File: config.mk
export PLATFORM = sky130hd
export DESIGN_NAME = button_conditioner_flat
export DESIGN_NICKNAME = d
export VERILOG_FILES = /design/src/rtl/button_conditioner_if.sv /design/src/rtl/button_conditioner.sv /design/src/flat_wrapper.sv
export SDC_FILE = /design/constraint.sdc
export NUM_CORES = 1
export LEC_CHECK = 0
export CAP_MARGIN = 5
export CORE_ASPECT_RATIO = 1.5
export CORE_UTILIZATION = 60
export CTS_BUF_LIST = sky130_fd_sc_hd__clkbuf_4 sky130_fd_sc_hd__clkbuf_8 sky130_fd_sc_hd__clkbuf_16
export DETAILED_ROUTE_END_ITERATION = 16
export PLACE_DENSITY = 0.89
export RECOVER_POWER = 100
export SYNTH_ARGS = -nofsm -noshare
export SYNTH_HDL_FRONTEND = slang
export SYNTH_SLANG_ARGS = --single-unit
File: constraint.sdc
create_clock -name CLK -period 3.85 [get_ports CLK]
set_clock_uncertainty 0.05 [all_clocks]
set_input_delay 0.385 -clock CLK [delete_from_list [all_inputs] [get_ports CLK]]
set_output_delay 0.385 -clock CLK [all_outputs]
set_load 0.01 [all_outputs]
File: src/rtl/button_conditioner_if.sv
// Button conditioner bus: clock enable and raw buttons in, conditioned levels and pulses out.
interface button_conditioner_if #(
  parameter int unsigned N = 3
);
  logic         CE;
  logic [N-1:0] BTN_IN;
  logic [N-1:0] LEVEL;
  logic [N-1:0] PULSE;
  logic [N-1:0] RELEASE;

  modport master (output CE, output BTN_IN, input LEVEL, input PULSE, input RELEASE);
  modport slave  (input CE, input BTN_IN, output LEVEL, output PULSE, output RELEASE);
endinterface

File: src/rtl/button_conditioner.sv
// Synchronizes and debounces raw buttons, producing levels, press/release pulses
// and, on masked channels, hold-to-repeat press pulses.
module button_conditioner #(
  parameter int unsigned  N             = 3,
  parameter int unsigned  DB_CYCLES     = 16,
  parameter int unsigned  HOLD_CYCLES   = 256,
  parameter int unsigned  REPEAT_CYCLES = 64,
  parameter logic [N-1:0] REPEAT_MASK   = N'(3'b100)
) (
  input logic                 CLK,
  input logic                 CLR,
  button_conditioner_if.slave bus
);

  localparam int unsigned DB_W   = (DB_CYCLES > 2) ? $clog2(DB_CYCLES) : 1;
  localparam int unsigned HC_MAX = (HOLD_CYCLES > REPEAT_CYCLES) ? HOLD_CYCLES : REPEAT_CYCLES;
  localparam int unsigned HC_W   = (HC_MAX > 2) ? $clog2(HC_MAX) : 1;

  typedef enum logic {PH_HOLD, PH_REPEAT} phase_t;

  logic [N-1:0] sync1_q;
  logic [N-1:0] sync2_q;
  logic [N-1:0] rpt_c;
  logic [N-1:0] level_v;
  logic [N-1:0] pulse_v;
  logic [N-1:0] release_v;

  // Two-flop synchronizer, free-running regardless of CE
  always_ff @(posedge CLK or negedge CLR) begin
    if (!CLR) begin
      sync1_q <= '0;
      sync2_q <= '0;
    end else begin
      sync1_q <= bus.BTN_IN;
      sync2_q <= sync1_q;
    end
  end

  for (genvar i = 0; i < N; i++) begin : g_ch
    logic [DB_W-1:0] db_cnt_q, db_cnt_d;
    logic            level_q, level_d;
    logic            pulse_q, release_q;
    logic            press_c, rel_c;

    always_ff @(posedge CLK or negedge CLR) begin
      if (!CLR) begin
        db_cnt_q  <= '0;
        level_q   <= 1'b0;
        pulse_q   <= 1'b0;
        release_q <= 1'b0;
      end else begin
        db_cnt_q  <= db_cnt_d;
        level_q   <= level_d;
        pulse_q   <= press_c | rpt_c[i];
        release_q <= rel_c;
      end
    end

    // Debounce: level follows the synchronized input only after DB_CYCLES enabled disagreeing cycles
    always_comb begin
      db_cnt_d = db_cnt_q;
      level_d  = level_q;
      press_c  = 1'b0;
      rel_c    = 1'b0;
      if (bus.CE) begin
        if (sync2_q[i] == level_q) begin
          db_cnt_d = '0;
        end else if (db_cnt_q == DB_W'(DB_CYCLES - 1)) begin
          db_cnt_d = '0;
          level_d  = sync2_q[i];
          press_c  = sync2_q[i];
          rel_c    = ~sync2_q[i];
        end else begin
          db_cnt_d = db_cnt_q + 1'b1;
        end
      end
    end

    if (REPEAT_MASK[i]) begin : g_rpt
      phase_t          phase_q, phase_d;
      logic [HC_W-1:0] hc_q, hc_d;
      logic            rpt_d;

      always_ff @(posedge CLK or negedge CLR) begin
        if (!CLR) begin
          phase_q <= PH_HOLD;
          hc_q    <= '0;
        end else begin
          phase_q <= phase_d;
          hc_q    <= hc_d;
        end
      end

      // Released (or releasing) restarts the hold phase; the press edge itself sees level_q=0
      always_comb begin
        phase_d = phase_q;
        hc_d    = hc_q;
        rpt_d   = 1'b0;
        if (rel_c || !level_q) begin
          phase_d = PH_HOLD;
          hc_d    = '0;
        end else if (bus.CE) begin
          case (phase_q)
            PH_HOLD: begin
              if (hc_q == HC_W'(HOLD_CYCLES - 1)) begin
                rpt_d   = 1'b1;
                hc_d    = '0;
                phase_d = PH_REPEAT;
              end else begin
                hc_d = hc_q + 1'b1;
              end
            end
            PH_REPEAT: begin
              if (hc_q == HC_W'(REPEAT_CYCLES - 1)) begin
                rpt_d = 1'b1;
                hc_d  = '0;
              end else begin
                hc_d = hc_q + 1'b1;
              end
            end
          endcase
        end
      end

      assign rpt_c[i] = rpt_d;
    end else begin : g_norpt
      assign rpt_c[i] = 1'b0;
    end

    assign level_v[i]   = level_q;
    assign pulse_v[i]   = pulse_q;
    assign release_v[i] = release_q;
  end

  assign bus.LEVEL   = level_v;
  assign bus.PULSE   = pulse_v;
  assign bus.RELEASE = release_v;

endmodule

File: src/flat_wrapper.sv
// flat-port wrapper written by rule: the top's interface ports become plain ports
module button_conditioner_flat 
#(
  parameter int unsigned  N             = 3,
  parameter int unsigned  DB_CYCLES     = 16,
  parameter int unsigned  HOLD_CYCLES   = 256,
  parameter int unsigned  REPEAT_CYCLES = 64,
  parameter logic [N-1:0] REPEAT_MASK   = N'(3'b100)
)
  (CLK, CLR, bus_CE, bus_BTN_IN, bus_LEVEL, bus_PULSE, bus_RELEASE);
  button_conditioner_if #(.N(N)) bus_i ();
  input logic CLK;
  input logic CLR;
  input wire logic [$bits(bus_i.CE)-1:0] bus_CE;
  input wire logic [$bits(bus_i.BTN_IN)-1:0] bus_BTN_IN;
  output wire logic [$bits(bus_i.LEVEL)-1:0] bus_LEVEL;
  output wire logic [$bits(bus_i.PULSE)-1:0] bus_PULSE;
  output wire logic [$bits(bus_i.RELEASE)-1:0] bus_RELEASE;
  assign bus_i.CE = bus_CE;
  assign bus_i.BTN_IN = bus_BTN_IN;
  assign bus_LEVEL = bus_i.LEVEL;
  assign bus_PULSE = bus_i.PULSE;
  assign bus_RELEASE = bus_i.RELEASE;
  button_conditioner #(.N(N), .DB_CYCLES(DB_CYCLES), .HOLD_CYCLES(HOLD_CYCLES), .REPEAT_CYCLES(REPEAT_CYCLES), .REPEAT_MASK(REPEAT_MASK)) u_core (.CLK(CLK), .CLR(CLR), .bus(bus_i));
endmodule
Word level (Yosys, flattened, before mapping)

Index checks and enable logic that the tools add are counted.

Logic and storage cells: 79
Flip-flop bits (word level): 36
Output and inout port bits: 9
Input bits: 6

Add/sub/neg operators: 4
Bitwise logic cells: 8
Reduce and logical (&&, ||, !) cells: 6
Multiplexer cells: 37
Equality and inequality tests: 8

Operator list:

| operator              | number |
|---|---|
| $mux W8               | 4 |
| $mux W1               | 25 |
| $mux W4               | 6 |
| $pmux W8 S2           | 1 |
| $add A4 B1 Y4 const B | 3 |
| $eq A4 B4 Y1 const B  | 3 |
| $reduce_and A3 Y1     | 3 |
| $add A8 B1 Y8 const B | 1 |
| $eq A8 B6 Y1 const B  | 1 |
| $eq A8 B8 Y1 const B  | 1 |
| $not A1 Y1            | 7 |
| $eq A1 B1 Y1          | 3 |
| $pmux W1 S2           | 1 |
| $reduce_bool A2 Y1    | 1 |
| $logic_not A1 Y1      | 1 |
| $logic_or A1 B1 Y1    | 1 |
| $or A1 B1 Y1          | 1 |

Depth between registers and ports, before layout

Depth after elaboration: 7
Mapped depth: 5
Gate-level depth less buffers: 5

Least setup slack after synthesis

Ideal clock, no wire load.

Kind: reg-to-reg
From: reg u_core.g_ch[2].db_cnt_q[0]
To: reg u_core.g_ch[2].g_rpt.hc_q[3]
Slack: 2.467 ns
Clock period less this slack: 1.383 ns
Cell stages (with the launch flop): 6
Buffers on the path: 0
Arrival time: 1.211 ns
Required time: 3.678 ns
Library setup time: 0.122 ns
Cell sequence: dfrtp_1 -> ha_1 -> nand3_1 -> o21ai_1 -> nand2b_1 -> nor2_1

Word-level cells in the longest chain between the ends: 6
Elaborated cells on any way between the ends: 7
Classes of those cells: 1 x eq/ne; 4 x mux; 2 x reduce/logical

Ends and longest elaborated chain:

| item                                          | RTL line                 | source |
|---|---|---|
| start, declared                               | button_conditioner.sv:40 | `logic [DB_W-1:0] db_cnt_q, db_cnt_d;` |
| start signal, assigned                        | button_conditioner.sv:52 | `db_cnt_q <= db_cnt_d;` |
| $eq A4 B4 Y1 *                                | button_conditioner.sv:68 | `end else if (db_cnt_q == DB_W'(DB_CYCLES - 1)) begin` |
| $mux W1 *                                     | button_conditioner.sv:68 |  |
| $mux W1 *                                     | button_conditioner.sv:66 | `if (sync2_q[i] == level_q) begin` |
| $mux W1 *                                     | button_conditioner.sv:65 | `if (bus.CE) begin` |
| $logic_or A1 B1 Y1 *                          | button_conditioner.sv:99 | `if (rel_c \|\| !level_q) begin` |
| $mux W8 or $reduce_bool A2 Y1 (tied branches) | n/a                      |  |
| end signal, assigned                          | button_conditioner.sv:87 | `hc_q <= '0;` |
| end signal, assigned                          | button_conditioner.sv:90 | `hc_q <= hc_d;` |
| end, declared                                 | button_conditioner.sv:81 | `logic [HC_W-1:0] hc_q, hc_d;` |

Mark *: on every way between the ends. The rest lies on a longest branch, timed or not.
A chain may end at the register's enable or synchronous reset.

Worst setup path in the final report

From: in bus_CE
To: reg u_core.g_ch[2].g_rpt.hc_q[6]

Word-level cells in the longest chain between the ends: 3
Elaborated cells on any way between the ends: 4
Classes of those cells: 2 x mux; 2 x reduce/logical

Ends and longest elaborated chain:

| item                                          | RTL line                 | source |
|---|---|---|
| start, declared                               | flat_wrapper.sv:14       | `input wire logic [$bits(bus_i.CE)-1:0] bus_CE;` |
| $mux W1                                       | button_conditioner.sv:65 |  |
| $logic_or A1 B1 Y1                            | button_conditioner.sv:99 |  |
| $mux W8 or $reduce_bool A2 Y1 (tied branches) | n/a                      |  |

Parallel ways exist; a longest one is shown, timed or not.

==> results.json <==
{
  "clock_power_share_pct": 34.1,
  "async_flop_share_pct": 100,
  "cts_made_buffers": 5,
  "whs_ps": 297,
  "cts_resized": 0,
  "area_growth_pct": 11.1,
  "setup_violations": 0,
  "tritoncts": "yes",
  "syn_inst": 159,
  "fillerInstances": 214,
  "maxCapViolCount": 1,
  "worstPathCellList": "dlygate4sd3_1 > clkbuf_1 > nand2b_1 > o21ai_0 > nand2b_1 > nor2_1",
  "grt_max_degree": 37,
  "ant_nets": 0,
  "layout-drive-gt1-share_pct": 5.92,
  "synthesis.area_mm2": 0.00170,
  "wl_per_cell_um": 13.8,
  "start_kind": "primary input",
  "fp.coreArea_mm2": 0.00268,
  "power_density_mw_per_mm2": 394,
  "min_period_over_period_pct": 71.9,
  "first_global_vias": 1083,
  "die_w_um": 45.5,
  "relSlewSlack_pct": -22.1,
  "tightest_slew_ps": 1830,
  "seqPwrFrac_pct": 56.7,
  "synth-main-ff-cell": "dfrtp_1",
  "ys_warn_count": 0,
  "drc": 0,
  "yosysSeqAreaShare_pct": 53.0,
  "synth.avg_cell_area_um2": 10.7,
  "grt_pass1_wl_um": 4570,
  "pre_cts_ws_ps": 1310,
  "path_common_cell": "nand2b_1",
  "ys_top_cells_by_count": "dfrtp_1, nand3_1, nor2_1, nand2_1, buf_4",
  "placementRows": 23,
  "crit_required_ps": 3970,
  "drt_first_pass_iters": 4,
  "start_util_pct": 63.5,
  "synth_fp_nets": 169,
  "cts_hold_buf": 0,
  "end_kind": "register",
  "arrival_ps": 2880,
  "crit_fanout": 23,
  "grt.overflow.total": 0,
  "clk_latency_ps": 290,
  "routed_via_density": 5.60,
  "critPathKind": "primary input to register",
  "outcome": "finished with violations",
  "h-tree-depth": 2,
  "diodes": 0,
  "cts_buffer_depth": 2,
  "post-route-min-period_ps": 2770,
  "cpMaxStageDelayCell": "dlygate4sd3_1",
  "leakage_nw": 0.835,
  "synth_edf_count": 0,
  "synth_top_area_share_pct": 53.0,
  "antenna_found_initial": 0,
  "violations": "capacitance limit, slew limit",
  "rsz0062_at_grt": "no",
  "min_path_type": "register to register",
  "fp.dieH_um": 67.2,
  "timing.final.hold_violations": 0,
  "setup_ws_ps": 1080,
  "vdd.ir_drop.worst_mv": 0.291,
  "wl_um": 2840,
  "numPortBuffers": 14,
  "ys_types": 37,
  "clock-sinks": 36,
  "postCtsSetupBuffers": 0,
  "dr_total_vias": 1154,
  "die-area_mm2": 0.00306,
  "track_usage_pct": 21.3,
  "clkTransAtPathRegs_ps": 60,
  "layout.nets": 179,
  "place_hpwl_um": 2050,
  "internal-power_mw": 0.561,
  "fmax_ghz": 0.361,
  "final_util_pct": 70.6,
  "yosys_register_bits": 36,
  "drt_iter0_drc": 37,
  "switchingPower_mw": 0.183,
  "tns_ps": 0,
  "p_sw_share_pct": 24.6,
  "io_pins": 15,
  "max_stage_delay_ps": 990,
  "synth_top_area_cell": "dfrtp_1",
  "power_frac_comb_pct": 9.2,
  "synthMostInstantiatedCell": "dfrtp_1",
  "synth_area_leaders": "dfrtp_1, buf_4, xnor2_1",
  "gp_congestion": 0.776,
  "clock-root-buffer": "clkbuf_8",
  "slew_viol_final": 37
}
## cells in the final DEF, fill, tap and decap left out, drive strengths merged, types with 6 or more instances in the layout
cell	count
inv	7
xnor2	7
nand2	10
o21ai	6
nand2b	6
nor3b	7
clkbuf	8
nor2	11
nand3	11
dlygate4sd3	14
dfrtp	36
## critical path: cells and delay by family
family / cells / cell delay, ps
buffers and inverters: 2 / 1520
AOI/OAI and AO/OA: 1 / 470
and+or+nand+nor: 3 / 500
## power by group through the flow
stage | Clock (mW) | Combinational [mW] | Sequential (mW)
floorplan | 0 | 0.0495 | 0.423
global placement | 0 | 0.0656 | 0.426
detailed placement | 0 | 0.0722 | 0.429
CTS | 0.262 | 0.0725 | 0.421
global route | 0.277 | 0.0796 | 0.424
finish | 0.254 | 0.0687 | 0.422
## layout make-up
| cell class | instances | area (um2) | share of cell area (%) |
|---|---|---|---|
| inverter | 7 | 26.3 | 1.39 |
| multi-input combinational | 103 | 687 | 36.4 |
| sequential | 36 | 901 | 47.7 |
| tap | 37 | 46.3 | 2.45 |
| timing repair buffer | 16 | 148 | 7.81 |
| clock buffer | 6 | 76.3 | 4.04 |
| clock inverter | 1 | 5.00 | 0.265 |
## routing by layer
metal / GRT usage [%] / wire [um]
met1: 21.7 / 1090
met2: 37.7 / 1610
met3: 5.61 / 75
met4: 11.7 / 63
met5: 0 / 0
## sequential cells by signal (all words and copies together) (netlist names)
signal and flops:
u_core.g_ch.db_cnt_q 12, u_core.g_ch.g_rpt.hc_q 8, u_core.g_ch.level_q 3, u_core.g_ch.pulse_q 3, u_core.g_ch.release_q 3, u_core.sync1_q 3
u_core.sync2_q 3, u_core.g_ch.g_rpt.phase_q 1
## stage by stage
step / power (mW) / cell area (um2) / instances
2_1_floorplan: 0.473 / 1700 / 159
3_3_place_gp: 0.492 / 1820 / 199
3_5_place_dp: 0.501 / 1820 / 199
4_1_cts: 0.756 / 1900 / 206
5_1_grt: 0.781 / 1890 / 206
6_report: 0.744 / 1890 / 206
## path summary, 6_finish.rpt
kind / depth (start not counted) / from / end / slack (ps)
hold reg to reg: 0 / u_core.sync1_q[1]$_DFF_PN0_ / u_core.sync2_q[1]$_DFF_PN0_ / 300
max in group asynchronous: 2 / CLR / u_core.g_ch[2].g_rpt.hc_q[3]$_DFFE_PN0P_ / 1610
setup reg to reg: 5 / u_core.g_ch[2].db_cnt_q[0]$_DFFE_PN0P_ / u_core.g_ch[2].g_rpt.hc_q[6]$_DFFE_PN0P_ / 2040
hold / removal: 0 / u_core.sync1_q[1]$_DFF_PN0_ / u_core.sync2_q[1]$_DFF_PN0_ / 300
setup / recovery: 6 / bus_CE / u_core.g_ch[2].g_rpt.hc_q[6]$_DFFE_PN0P_ / 1080
min in group asynchronous: 2 / CLR / u_core.g_ch[1].pulse_q$_DFF_PN0_ / 1080
## cells by family after synthesis
logic type,count (synthesis),synth area share [%]
buf+inv,20,6.62
simple gates,61,19.9
fa+ha+maj,4,2.94
xor+xnor,9,5.08
mux,6,3.75
flops,36,53.0
compound gates,23,8.76
No activity file was read; power rests on OpenSTA's default activity.
